===== src/rtl/pln_eval_if.sv =====
// Token-in / result-out bus of the postfix evaluator.
// The evaluator is the slave; the upstream/downstream side is the master.
interface pln_eval_if #(
    parameter int W = 16
);
    logic         TOK_VLD;
    logic [7:0]   TOK_DAT;
    logic         TOK_RDY;
    logic         RES_VLD;
    logic [W-1:0] RES_DAT;
    logic         RES_RDY;
    logic         ERR;
    logic [2:0]   ERR_CODE;

    modport master (
        output TOK_VLD, TOK_DAT, RES_RDY,
        input  TOK_RDY, RES_VLD, RES_DAT, ERR, ERR_CODE
    );

    modport slave (
        input  TOK_VLD, TOK_DAT, RES_RDY,
        output TOK_RDY, RES_VLD, RES_DAT, ERR, ERR_CODE
    );
endinterface


===== src/rtl/pln_eval.sv =====
// Postfix (RPN) expression evaluator: single-digit operands, + - * /, '=' terminator.
// Operands live on a register stack; division is a W-cycle restoring divide on magnitudes.
module pln_eval #(
    parameter int W     = 16,
    parameter int DEPTH = 8
) (
    input  logic    CLK,
    input  logic    RST,
    pln_eval_if.slave bus
);
    localparam int SPW = $clog2(DEPTH + 1);
    localparam int IW  = (DEPTH > 1) ? $clog2(DEPTH) : 1;
    localparam int CW  = $clog2(W);

    typedef enum logic [2:0] {IDLE, EXEC, DIV, DONE, ERROR} state_t;

    state_t         state_reg;
    logic [SPW-1:0] sp_reg;
    logic [W-1:0]   stack_reg [DEPTH];
    logic [W-1:0]   a_reg, b_reg;
    logic [7:0]     op_reg;
    logic [W-1:0]   quo_reg, rem_reg, dvs_reg;
    logic           neg_reg;
    logic [CW-1:0]  cnt_reg;
    logic           res_vld_reg;
    logic [W-1:0]   res_dat_reg;
    logic           err_reg;
    logic [2:0]     err_code_reg;

    // token decode
    logic       tok_rdy, tok_xfer;
    logic [7:0] tok;
    logic       is_digit, is_space, is_op, is_div, is_eq;

    assign tok      = bus.TOK_DAT;
    assign tok_rdy  = (state_reg == IDLE) || (state_reg == ERROR);
    assign tok_xfer = bus.TOK_VLD && tok_rdy;
    assign is_digit = (tok >= 8'h30) && (tok <= 8'h39);
    assign is_space = (tok == 8'h20);
    assign is_div   = (tok == 8'h2F);
    assign is_op    = (tok == 8'h2B) || (tok == 8'h2D) || (tok == 8'h2A) || is_div;
    assign is_eq    = (tok == 8'h3D);

    // stack top (B) and next (A) reads
    logic [SPW-1:0] sp_m1, sp_m2;
    logic [W-1:0]   top_val, nxt_val, abs_top, abs_nxt;
    logic           sp_full;

    assign sp_m1   = sp_reg - SPW'(1);
    assign sp_m2   = sp_reg - SPW'(2);
    assign top_val = stack_reg[sp_m1[IW-1:0]];
    assign nxt_val = stack_reg[sp_m2[IW-1:0]];
    assign abs_top = top_val[W-1] ? (~top_val + W'(1)) : top_val;
    assign abs_nxt = nxt_val[W-1] ? (~nxt_val + W'(1)) : nxt_val;
    assign sp_full = (sp_reg == SPW'(DEPTH));

    // one restoring-divide step; remainder stays below the divisor so bit W flags a borrow
    logic [W:0]   rem_sh, rem_sub;
    logic         q_bit;
    logic [W-1:0] quo_nx, rem_nx, div_res;

    assign rem_sh  = {rem_reg, quo_reg[W-1]};
    assign rem_sub = rem_sh - {1'b0, dvs_reg};
    assign q_bit   = ~rem_sub[W];
    assign rem_nx  = q_bit ? rem_sub[W-1:0] : rem_sh[W-1:0];
    assign quo_nx  = {quo_reg[W-2:0], q_bit};
    assign div_res = neg_reg ? (~quo_nx + W'(1)) : quo_nx;

    logic [W-1:0] exec_res;
    always_comb begin
        exec_res = a_reg * b_reg;
        if (op_reg == 8'h2B) begin
            exec_res = a_reg + b_reg;
        end else if (op_reg == 8'h2D) begin
            exec_res = a_reg - b_reg;
        end
    end

    // stack write port: digit push, EXEC result, final DIV step
    logic         push_en;
    logic [W-1:0] push_val;
    always_comb begin
        push_en  = 1'b0;
        push_val = '0;
        case (state_reg)
            IDLE: begin
                push_en  = tok_xfer && is_digit && !sp_full;
                push_val = {{(W-8){1'b0}}, tok - 8'h30};
            end
            EXEC: begin
                push_en  = 1'b1;
                push_val = exec_res;
            end
            DIV: begin
                push_en  = (cnt_reg == CW'(W - 1));
                push_val = div_res;
            end
            default: begin
                push_en  = 1'b0;
                push_val = '0;
            end
        endcase
    end

    genvar gi;
    generate
        for (gi = 0; gi < DEPTH; gi++) begin : g_stack
            always_ff @(posedge CLK) begin
                if (push_en && (sp_reg == SPW'(gi))) begin
                    stack_reg[gi] <= push_val;
                end
            end
        end
    endgenerate

    always_ff @(posedge CLK or posedge RST) begin
        if (RST) begin
            state_reg    <= IDLE;
            sp_reg       <= '0;
            a_reg        <= '0;
            b_reg        <= '0;
            op_reg       <= '0;
            quo_reg      <= '0;
            rem_reg      <= '0;
            dvs_reg      <= '0;
            neg_reg      <= 1'b0;
            cnt_reg      <= '0;
            res_vld_reg  <= 1'b0;
            res_dat_reg  <= '0;
            err_reg      <= 1'b0;
            err_code_reg <= '0;
        end else begin
            case (state_reg)
                IDLE: begin
                    err_reg      <= 1'b0;
                    err_code_reg <= '0;
                    if (tok_xfer && !is_space) begin
                        if (is_digit) begin
                            if (sp_full) begin
                                state_reg    <= ERROR;
                                err_reg      <= 1'b1;
                                err_code_reg <= 3'd2;
                            end else begin
                                sp_reg <= sp_reg + SPW'(1);
                            end
                        end else if (is_op) begin
                            if (sp_reg < SPW'(2)) begin
                                state_reg    <= ERROR;
                                err_reg      <= 1'b1;
                                err_code_reg <= 3'd1;
                            end else begin
                                a_reg     <= nxt_val;
                                b_reg     <= top_val;
                                op_reg    <= tok;
                                sp_reg    <= sp_m2;
                                quo_reg   <= abs_nxt;
                                rem_reg   <= '0;
                                dvs_reg   <= abs_top;
                                neg_reg   <= nxt_val[W-1] ^ top_val[W-1];
                                cnt_reg   <= '0;
                                state_reg <= is_div ? DIV : EXEC;
                            end
                        end else if (is_eq) begin
                            if (sp_reg == SPW'(1)) begin
                                res_dat_reg <= top_val;
                                res_vld_reg <= 1'b1;
                                state_reg   <= DONE;
                            end else begin
                                // one-cycle pulse, evaluator stays ready for the next expression
                                err_reg      <= 1'b1;
                                err_code_reg <= 3'd5;
                                sp_reg       <= '0;
                            end
                        end else begin
                            state_reg    <= ERROR;
                            err_reg      <= 1'b1;
                            err_code_reg <= 3'd4;
                        end
                    end
                end
                EXEC: begin
                    sp_reg    <= sp_reg + SPW'(1);
                    state_reg <= IDLE;
                end
                DIV: begin
                    if ((cnt_reg == '0) && (dvs_reg == '0)) begin
                        state_reg    <= ERROR;
                        err_reg      <= 1'b1;
                        err_code_reg <= 3'd3;
                    end else begin
                        quo_reg <= quo_nx;
                        rem_reg <= rem_nx;
                        cnt_reg <= cnt_reg + CW'(1);
                        if (cnt_reg == CW'(W - 1)) begin
                            sp_reg    <= sp_reg + SPW'(1);
                            state_reg <= IDLE;
                        end
                    end
                end
                DONE: begin
                    if (bus.RES_RDY) begin
                        res_vld_reg <= 1'b0;
                        sp_reg      <= '0;
                        state_reg   <= IDLE;
                    end
                end
                ERROR: begin
                    if (tok_xfer && is_eq) begin
                        err_reg      <= 1'b0;
                        err_code_reg <= '0;
                        sp_reg       <= '0;
                        state_reg    <= IDLE;
                    end
                end
                default: state_reg <= IDLE;
            endcase
        end
    end

    assign bus.TOK_RDY  = tok_rdy;
    assign bus.RES_VLD  = res_vld_reg;
    assign bus.RES_DAT  = res_dat_reg;
    assign bus.ERR      = err_reg;
    assign bus.ERR_CODE = err_code_reg;
endmodule


===== src/flat_wrapper.sv =====
// flat-port wrapper written by rule: the top's interface ports become plain ports
module pln_eval_flat 
#(
    parameter int W     = 16,
    parameter int DEPTH = 8
)
  (CLK, RST, bus_TOK_VLD, bus_TOK_DAT, bus_RES_RDY, bus_TOK_RDY, bus_RES_VLD, bus_RES_DAT, bus_ERR, bus_ERR_CODE);
  pln_eval_if #(.W(W)) bus_i ();
  input  logic CLK;
  input  logic RST;
  input wire logic [$bits(bus_i.TOK_VLD)-1:0] bus_TOK_VLD;
  input wire logic [$bits(bus_i.TOK_DAT)-1:0] bus_TOK_DAT;
  input wire logic [$bits(bus_i.RES_RDY)-1:0] bus_RES_RDY;
  output wire logic [$bits(bus_i.TOK_RDY)-1:0] bus_TOK_RDY;
  output wire logic [$bits(bus_i.RES_VLD)-1:0] bus_RES_VLD;
  output wire logic [$bits(bus_i.RES_DAT)-1:0] bus_RES_DAT;
  output wire logic [$bits(bus_i.ERR)-1:0] bus_ERR;
  output wire logic [$bits(bus_i.ERR_CODE)-1:0] bus_ERR_CODE;
  assign bus_i.TOK_VLD = bus_TOK_VLD;
  assign bus_i.TOK_DAT = bus_TOK_DAT;
  assign bus_i.RES_RDY = bus_RES_RDY;
  assign bus_TOK_RDY = bus_i.TOK_RDY;
  assign bus_RES_VLD = bus_i.RES_VLD;
  assign bus_RES_DAT = bus_i.RES_DAT;
  assign bus_ERR = bus_i.ERR;
  assign bus_ERR_CODE = bus_i.ERR_CODE;
  pln_eval #(.W(W), .DEPTH(DEPTH)) u_core (.CLK(CLK), .RST(RST), .bus(bus_i));
endmodule

===== config.mk =====
export PLATFORM = sky130hd
export DESIGN_NAME = pln_eval_flat
export DESIGN_NICKNAME = d
export VERILOG_FILES = /design/src/rtl/pln_eval_if.sv /design/src/rtl/pln_eval.sv /design/src/flat_wrapper.sv
export SDC_FILE = /design/constraint.sdc
export NUM_CORES = 1
export LEC_CHECK = 0
export CORE_UTILIZATION = 23
export DETAILED_ROUTE_END_ITERATION = 8
export PLACE_DENSITY_LB_ADDON = 0.12
export SETUP_SLACK_MARGIN = 0.3
export SLEW_MARGIN = 15
export SYNTH_ARGS = -nofsm -noshare
export SYNTH_HDL_FRONTEND = slang
export SYNTH_SLANG_ARGS = --single-unit

===== constraint.sdc =====
create_clock -name CLK -period 6.1 [get_ports CLK]
set_input_delay 1.22 -clock CLK [delete_from_list [all_inputs] [get_ports CLK]]
set_output_delay 1.22 -clock CLK [all_outputs]
set_load 0.02 [all_outputs]

Word level (Yosys, flattened, before mapping)

Memory sizes are Yosys's and may differ from the RTL's.
Index checks and enable logic that the tools add are counted.

Equality and inequality tests: 40
Divide/modulo/power cells: 0
$add $sub $neg: 11
Bitwise gates (word level): 8
Shift operators: 0
Reduce and logical (&&, ||, !) cells: 43
Order comparisons: 3
Multiplexer cells: 114
Multipliers: 1

Operator list:

| cell                    | number |
|---|---|
| $mux W16                | 23 |
| $reduce_or A16 Y1       | 7 |
| $mux W3                 | 24 |
| $eq A8 B6 Y1 const B    | 8 |
| $mux W4                 | 16 |
| $pmux W16 S2            | 2 |
| $add A16 B1 Y16 const B | 3 |
| $not A16 Y16            | 3 |
| $pmux W16 S3            | 1 |
| $mux W1                 | 39 |
| $pmux W4 S5             | 1 |
| $reduce_and A6 Y1       | 3 |
| $sub A17 B16 Y17        | 1 |
| $add A16 B16 Y16        | 1 |
| $eq A4 B3 Y1 const B    | 4 |
| $logic_not A16 Y1       | 1 |
| $mul A16 B16 Y16        | 1 |
| $ne A2 B2 Y1 const B    | 8 |
| $sub A16 B16 Y16        | 1 |
| $logic_and A1 B1 Y1     | 15 |
| $pmux W3 S4             | 1 |
| $reduce_and A10 Y1      | 1 |
| $pmux W3 S3             | 1 |
| $add A4 B1 Y4 const B   | 2 |
| other kinds (35)        | 53 |

Latch bits: 0
Bits in writable memories: 128
Output and inout bits: 22
Flip-flop bits (word level): 121
Bits in read-only memories: 0
Memories: 1
Logic and storage cells: 235

Memory list:

| name             | words | width | read ports | clocked after memory_dff | write ports | RTL line       | text |
|---|---|---|---|---|---|---|---|
| u_core.stack_reg | 8     | 16    | 2          | 0                        | 1           | pln_eval.sv:19 | `logic [W-1:0] stack_reg [DEPTH];` |

Logic depth before layout (Yosys ltp)

Gate-level depths: netlist of the first run.

Word-level depth: 17
Gate-level depth with buffers: 23

Worst setup path before layout of the first run

No wires, ideal clock.

Path type: register to register
Start: register u_core.b_reg[1]
End: memory u_core.stack_reg[0][15] (data pin)
Clock period less this slack: 5737 ps
Cell stages (with the launch flop): 21
Data required time: 5818 ps
Data arrival time: 5455 ps
Slack: 363 ps
Setup time: 282 ps
Cell sequence: dfrtp_1 > clkbuf_1 > and2_1 > fa_1 > inv_1 > fa_1 > inv_1 > fa_1 > fa_1 > inv_1 > fa_1 > fa_1 > xor2_1 > xnor2_1 > xnor2_1 > xnor2_1 > xnor2_1 > xnor2_1 > xnor2_1 > a211oi_1 > o32ai_1

Word-level cells in the longest chain between the ends: 11
Elaborated cells on any way between the ends: 13
Classes of those cells: add/sub: 2; mul: 1; mux: 10

Ends and longest elaborated chain:

| what                                                        | RTL line                       | text |
|---|---|---|
| from (decl)                                                 | pln_eval.sv:20                 | `logic [W-1:0] a_reg, b_reg;` |
| from (signal assigned)                                      | pln_eval.sv:153                | `b_reg <= top_val;` |
| $mul A16 B16 Y16 / $sub A16 B16 Y16 (equally long branches) | pln_eval.sv:71, pln_eval.sv:75 |  |
| $mux W16                                                    | pln_eval.sv:74                 | `end else if (op_reg == 8'h2D) begin` |
| $mux W16 (*)                                                | pln_eval.sv:72                 | `if (op_reg == 8'h2B) begin` |
| $pmux W16 S3 (*)                                            | pln_eval.sv:85                 | `case (state_reg)` |
| named net u_core.push_val[15]                               | pln_eval.sv:81                 | `logic [W-1:0] push_val;` |
| $mux W16 (no line) (6 in a row)                             | n/a                            |  |
| $mux W16 (no line) (*)                                      | n/a                            |  |
| to (decl)                                                   | pln_eval.sv:19                 |  |

Mark *: on every way through the listed nets, which the timed path passes. The rest lies on a longest branch.

Worst setup path after layout of the first run

Start: register u_core.b_reg[4]
End: memory u_core.stack_reg[0][15] (data pin)

Same word-level chain as after synthesis.

==> results.py, run 1 <==
metrics = {
    "power_and_ir_drop": {
        "leakage_nw": 8.75,
        "ir_drop_mv": 0.244,
        "power_density_nw_per_um2": 333,
    },
    "global_route": {
        "grt_max_degree": 89,
        "antenna_found_initial": 1,
        "use_met2": 0.256,
        "use_met3": 0.0119,
        "grt_overflow": 0,
        "grt.busiest_layer": "met2",
        "grt_pass1_vias": 14200,
        "use_met1": 0.203,
        "grt_pass1_wl_um": 92100,
        "track_usage": 0.149,
    },
    "clocking": {
        "htree_levels": 1,
        "cts_root_buf": "clkbuf_16",
        "cts_tree": "built",
        "cts_max_path_buffers": 3,
        "cts.clk_slew.worst_paths_ns": 0.07,
        "cts_buffers": 31,
        "insertion_delay_ns": 0.58,
        "cts_hold_buf": 0,
        "cts.sink_count": 248,
    },
    "run": {
        "cap_violations": 0,
    },
    "worst_hold_path": {
        "hold_start": "u_core.op_reg[5]",
        "hold_depth": 2,
        "hold_class": "register to register",
    },
    "finish": {
        "drive_above_1_share": 0.169,
        "finalNonFillerCells": 2984,
        "nNetsFinal": 2114,
        "syn2layout_area_growth_pct": 19.7,
        "layout_commonest_cell": "nand2_1",
        "layout_common_cells": "228 x nand2_1, 173 x inv_1, 128 x edfxtp_1",
        "diodes": 0,
        "largest_register_ffs": 128,
    },
    "placement": {
        "dpl_worst_slack_ns": 0.127,
        "place_hpwl_um": 45800,
        "port_buffers": 33,
        "gp_congestion": 0.807,
        "placedCellCount": 2903,
    },
    "timing": {
        "rsz0062_at_grt": "true",
        "worst_pin_slew_ns": 1.02,
        "timing.final.max_slew_violations": 0,
        "fin_tns_setup_ns": 0,
        "clock_skew_ns": 0.0249,
        "slew_headroom": 0.319,
        "post-route-period-util": 0.939,
        "period_minus_slack_ns": 5.73,
        "setup_viol": 0,
        "max_freq_mhz": 175,
        "setup_slack_ns": 0.370,
        "hold_slack_ns": 0.480,
        "finalHoldViolCount": 0,
    },
    "logic_synthesis": {
        "synth_area_leaders": "edfxtp_1 21%, dfrtp_1 16%, fa_1 9.0%, mux4_2 7.8%, ha_1 7.4%",
        "synth_fp_nets": 2023,
        "synth_xor_area_frac": 0.0492,
        "yosys.area_share.simple": 0.136,
        "synth_top_family_by_area": "adder cells",
        "synth_area_um2": 18500,
        "syn_inst": 1819,
        "synth.area.mux_share": 0.107,
        "synthAdderAreaFrac": 0.163,
        "ys_seq_elements": 248,
        "ys_async_sr_fraction": 0.484,
        "synth_compound_area_frac": 0.118,
        "synth_edf_count": 128,
        "ys.flop_type": "edfxtp_1",
        "ys_warn_count": 0,
        "seq_area_frac_synth": 0.370,
        "synthesis.area_per_instance_um2": 10.2,
        "yosys.cell_types.count": 79,
        "synth_top_area_share": 0.208,
        "synth_top_area_cell": "edfxtp_1",
    },
    "detailed_routing": {
        "vias_per_cell": 4.60,
        "drtIter0Drc": 790,
        "totalWireLength_um": 61200,
        "wl_per_cell_um": 20.5,
        "via_count": 13700,
        "drc": 0,
        "ant_nets": 0,
        "first_pass_iters": 5,
    },
    "worst_setup_path": {
        "end_kind": "register",
        "cp.arrival_ns": 6.04,
        "cp-startpoint": "u_core.b_reg[4]",
        "r2r_cells": 21,
        "r2r_start": "u_core.b_reg[4]",
        "crit_path_start_kind": "register",
        "required_ns": 6.41,
        "critPathMaxFanout": 8,
        "crit_type": "register to register",
    },
    "die": {
        "num_rows": 103,
        "io_pins": 34,
        "fp.dieW_um": 286,
        "dieArea_um2": 81600,
        "initial_utilization": 0.234,
        "coreArea_um2": 79300,
        "die_y_um": 286,
    },
    "outcome": {
        "status": "finished, final reports clean",
    },
}
-- cell families (layout without fill, tap and decap cells) --
family                   Yosys count  after routing
AO/OA/AOI/OAI                    353            353
buffers and inverters            270            385
flip-flops                       248            248
multiplexers                     115            115
XOR/XNOR                         104            104
adder cells (fa/ha/maj)          192            192
AND/OR/NAND/NOR                  537            537
-- final cells by class --
type	instances	area (µm²)
inverter	181	687
clock inverter	16	287
fill	8350	57100
tap	1050	1310
clock buffer	41	853
sequential	248	6870
timing repair buffer	147	1270
multi-input combinational	1301	10900
-- per-stage QoR --
| stage | util | cell area, µm² | power (mW) |
|---|---|---|---|
| after floorplan | - | 18500 | 4.09 |
| after global placement | 0.259 | 20500 | 5.29 |
| after detailed placement | 0.259 | 20500 | 5.28 |
| after CTS | 0.275 | 21800 | 7.44 |
| after global routing | 0.280 | 22200 | 7.83 |
| final | 0.280 | 22200 | 7.38 |
-- synthesized netlist by cell type (4+ instances only) --
cell type  number
nand2_1       231
o211ai_1       14
and2_1         60
and3_1         10
buf_2           8
clkbuf_1       70
o22ai_1         9
o21ai_1        83
dfrtp_1       120
nand2b_1       19
o221ai_1        6
nor3_1         25
nand4_1         4
xnor2_1        63
a21o_1         10
inv_1         178
fa_1           83
o21a_1          5
a221oi_1        6
a41oi_1         4
a31oi_1        14
a211oi_1       15
nor2_1        104
or3_1           9
xor2_1         41
ha_1          109
mux2i_1        33
mux2_2         14
or4_1           4
o41ai_1         5
mux4_2         64
buf_1           5
nor2b_1        17
o21bai_1        7
nor4_1          7
nand3_1        24
o31ai_1        10
a21oi_1        90
nand3b_1        4
o21ai_0        41
edfxtp_1      128
-- worst max-delay path: stages, from the launching register on --
cell,delay (ns)
dfrtp_2,0.47
buf_6,0.15
and2_1,0.17
fa_1,0.54
inv_1,0.05
fa_1,0.47
inv_1,0.06
fa_2,0.53
fa_1,0.42
fa_1,0.49
inv_1,0.05
fa_1,0.47
inv_1,0.04
ha_1,0.29
or2_4,0.24
a21oi_2,0.12
a21oi_1,0.05
buf_4,0.15
xnor2_2,0.15
a211oi_2,0.21
o32ai_2,0.13
buf_4,0.21
-- final timing paths --
check                                     endpoint  slack [ns]
setup / recovery           u_core.stack_reg[0][15]        0.37
hold / removal                    u_core.op_reg[5]        0.48
setup reg to reg           u_core.stack_reg[0][15]        0.37
hold reg to reg                   u_core.op_reg[5]        0.48
max in group asynchronous          u_core.b_reg[1]        3.71
min in group asynchronous        u_core.rem_reg[6]        1.22
-- routing by layer --
layer  vias to the layer above  part of all wire
met5                         -                 0
met4                         0             0.020
li1                       6542                 -
met2                       189              0.48
met1                      6933              0.47
met3                        58             0.023
-- repair_timing --
action / in CTS / in global routing
endpoints found under the setup margin: 32 / 46
resized for setup: 19 / 58
endpoints found under the hold margin: 0 / 0
pin swaps: 2 / 38
setup buffers: 7 / 17
cloned: 0 / 0
-- where the power goes --
part | internal [mW] | switching, mW
clock network | 1.31 | 0.777
registers | 1.93 | 0.186
logic | 1.22 | 1.96
Power figures use the tool's default switching activity.
==> inputs of run 2 (changes only) <==
Settings changed: CORE_UTILIZATION 23 to 55.
==> run 2 against run 1 <==
Maximum frequency up 1.6%; critical path type unchanged; sequential power about the same; combinational power down 5%; sequential share of layout area up 1.4 points; final cell count down 20%; largest cell class unchanged; total power down 6.8%; first-iteration DRC count up 61%.
==> results.py, run 2 (same netlist as run 1, synthesis figures left out) <==
metrics = {
    "outcome": {
        "status": "finished, final reports clean",
    },
    "die": {
        "io_pins": 34,
        "num_rows": 66,
        "initial_utilization": 0.563,
        "fp.dieW_um": 185,
        "coreArea_um2": 32900,
        "dieArea_um2": 34400,
        "die_y_um": 185,
    },
    "finish": {
        "syn2layout_area_growth_pct": 14.6,
        "layout_commonest_cell": "nand2_1",
        "nNetsFinal": 2116,
        "multi_input_area_um2": 10900,
        "drive_above_1_share": 0.166,
        "layout.area.seq_um2": 6870,
        "diodes": 0,
        "layout_common_cells": "230 x nand2_1, 169 x inv_1, 128 x edfxtp_1",
        "fillers": 2672,
        "largest_register_ffs": 128,
    },
    "clocking": {
        "cts_max_path_buffers": 3,
        "htree_levels": 1,
        "cts_tree": "built",
        "cts_buffers": 28,
        "cts.clk_slew.worst_paths_ns": 0.07,
        "cts.sink_count": 248,
        "cts_hold_buf": 0,
        "insertion_delay_ns": 0.58,
        "cts_root_buf": "clkbuf_16",
    },
    "worst_setup_path": {
        "crit_chain": "buf_12 -> ha_2 -> fa_1 -> inv_1 -> fa_1 -> inv_1 -> fa_1 -> fa_1 -> fa_1 -> inv_1 -> fa_1 -> inv_1 -> ha_1 -> or2_2 -> a21oi_1 -> a21oi_1 -> xnor2_1 -> a211oi_2 -> o32ai_2 -> buf_4",
        "end_kind": "register",
        "crit_path_start_kind": "register",
        "slowest_stage": "fa_1",
        "critPathMaxFanout": 8,
        "worst_path_dominant_cell_family": "adder cells",
        "crit_type": "register to register",
        "cp.arrival_ns": 5.92,
        "cp_num_buf_inv": 6,
        "required_ns": 6.38,
        "crit_path_max_incr_delay_ns": 0.52,
        "crit_top_cell": "fa_1",
    },
    "power_and_ir_drop": {
        "leakage_nw": 8.67,
        "ir_drop_mv": 0.299,
        "power_density_nw_per_um2": 324,
    },
    "global_route": {
        "grt_max_degree": 52,
        "track_usage": 0.307,
        "grt_pass1_wl_um": 79700,
        "grt_overflow": 0,
        "antenna_found_initial": 1,
        "grt_pass1_vias": 14300,
    },
    "detailed_routing": {
        "drc": 0,
        "totalWireLength_um": 51400,
        "drtIter0Drc": 1275,
        "ant_nets": 0,
        "first_pass_iters": 5,
        "wl_per_cell_um": 21.6,
        "via_count": 14200,
        "vias_per_cell": 5.96,
    },
    "placement": {
        "place_hpwl_um": 37800,
        "port_buffers": 33,
        "gp_congestion": 0.936,
        "dpl_worst_slack_ns": -0.140,
    },
    "timing": {
        "period_minus_slack_ns": 5.64,
        "post-route-period-util": 0.925,
        "setup_slack_ns": 0.459,
        "clock_skew_ns": 0.0564,
        "rsz0062_at_grt": "true",
        "setup_viol": 0,
        "slew_headroom": 0.222,
        "timing.final.max_slew_violations": 0,
        "worst_pin_slew_ns": 1.14,
        "max_freq_mhz": 177,
        "fin_tns_setup_ns": 0,
        "finalHoldViolCount": 0,
    },
    "worst_hold_path": {
        "hold_class": "register to register",
    },
    "run": {
        "cap_violations": 0,
    },
}
-- run 2: cell types whose count changed in the layout (fill, tap and decap cells not counted), moves of 3 or more --
cell       previous run  this run
buf_6                 9         5
bufinv_16             8         3
and2_1               58        54
buf_4               100       110
inv_1               173       169
inv_2                 6        11
nor2_2               10         2
nor2_1               95       101
clkbuf_16            31        28
and2_4                2         6
-- run 2: tightest hold or removal path, cell delays in order (launching register included) --
cell and delay (ns):
dfrtp_1 0.34, nand2_1 0.05, o21ai_1 0.06
-- run 2: repair_timing --
item                                    in CTS  in global routing
endpoints found under the setup margin      32                 40
pin swaps                                    1                 28
buffers inserted                             4                 22
gates resized for setup                     15                 62
cloned                                       0                  0
hold endpoints to repair                     0                  0
-- run 2: worst paths after layout --
check	startpoint	end	slack (ns)	depth (start not counted)
hold / removal	u_core.bus.RES_DAT[4]	u_core.bus.RES_DAT[4]	0.48	2
max in group asynchronous	RST	u_core.a_reg[4]	3.89	3
setup / recovery	u_core.b_reg[6]	u_core.stack_reg[7][15]	0.46	20
hold reg to reg	u_core.bus.RES_DAT[4]	u_core.bus.RES_DAT[4]	0.48	2
setup reg to reg	u_core.b_reg[6]	u_core.stack_reg[7][15]	0.46	20
min in group asynchronous	RST	u_core.a_reg[5]	1.12	2
-- run 2: stage by stage --
step / cells / utilization / total power [mW] / hold WS, ns / instance area, µm²
after CTS: 2354 / 0.633 / 6.80 / 0.489 / 20800
after floorplan: 1819 / - / 4.09 / 0.438 / 18500
after detailed placement: 2298 / 0.601 / 5.03 / 0.472 / 19800
after global routing: 2376 / 0.646 / 7.26 / 0.496 / 21200
after global placement: 2298 / 0.601 / 5.00 / 0.461 / 19800
final: 2376 / 0.646 / 6.88 / 0.481 / 21200
-- run 2: final cells by class --
type                            count  share of cell area
Tap cell                          442              0.0261
Inverter                          181              0.0321
Clock buffer                       39              0.0373
Clock inverter                     13             0.00819
Multi-Input combinational cell   1301               0.512
Timing Repair Buffer              152              0.0602
Sequential cell                   248               0.324
-- run 2: layer usage --
layer / track usage / wire (µm) / vias up
met2: 0.507 / 24300 / 516
met4: 0.108 / 2000 / 2
li1: - / - / 6549
met3: 0.0513 / 3670 / 117
met5: 0 / 13 / -
met1: 0.411 / 21400 / 6966
-- run 2: power by group --
part	internal, mW	leakage [nW]	switching [mW]
Sequential	1.93	2.52	0.193
Combinational	1.22	5.68	1.80
Clock	1.04	0.465	0.707
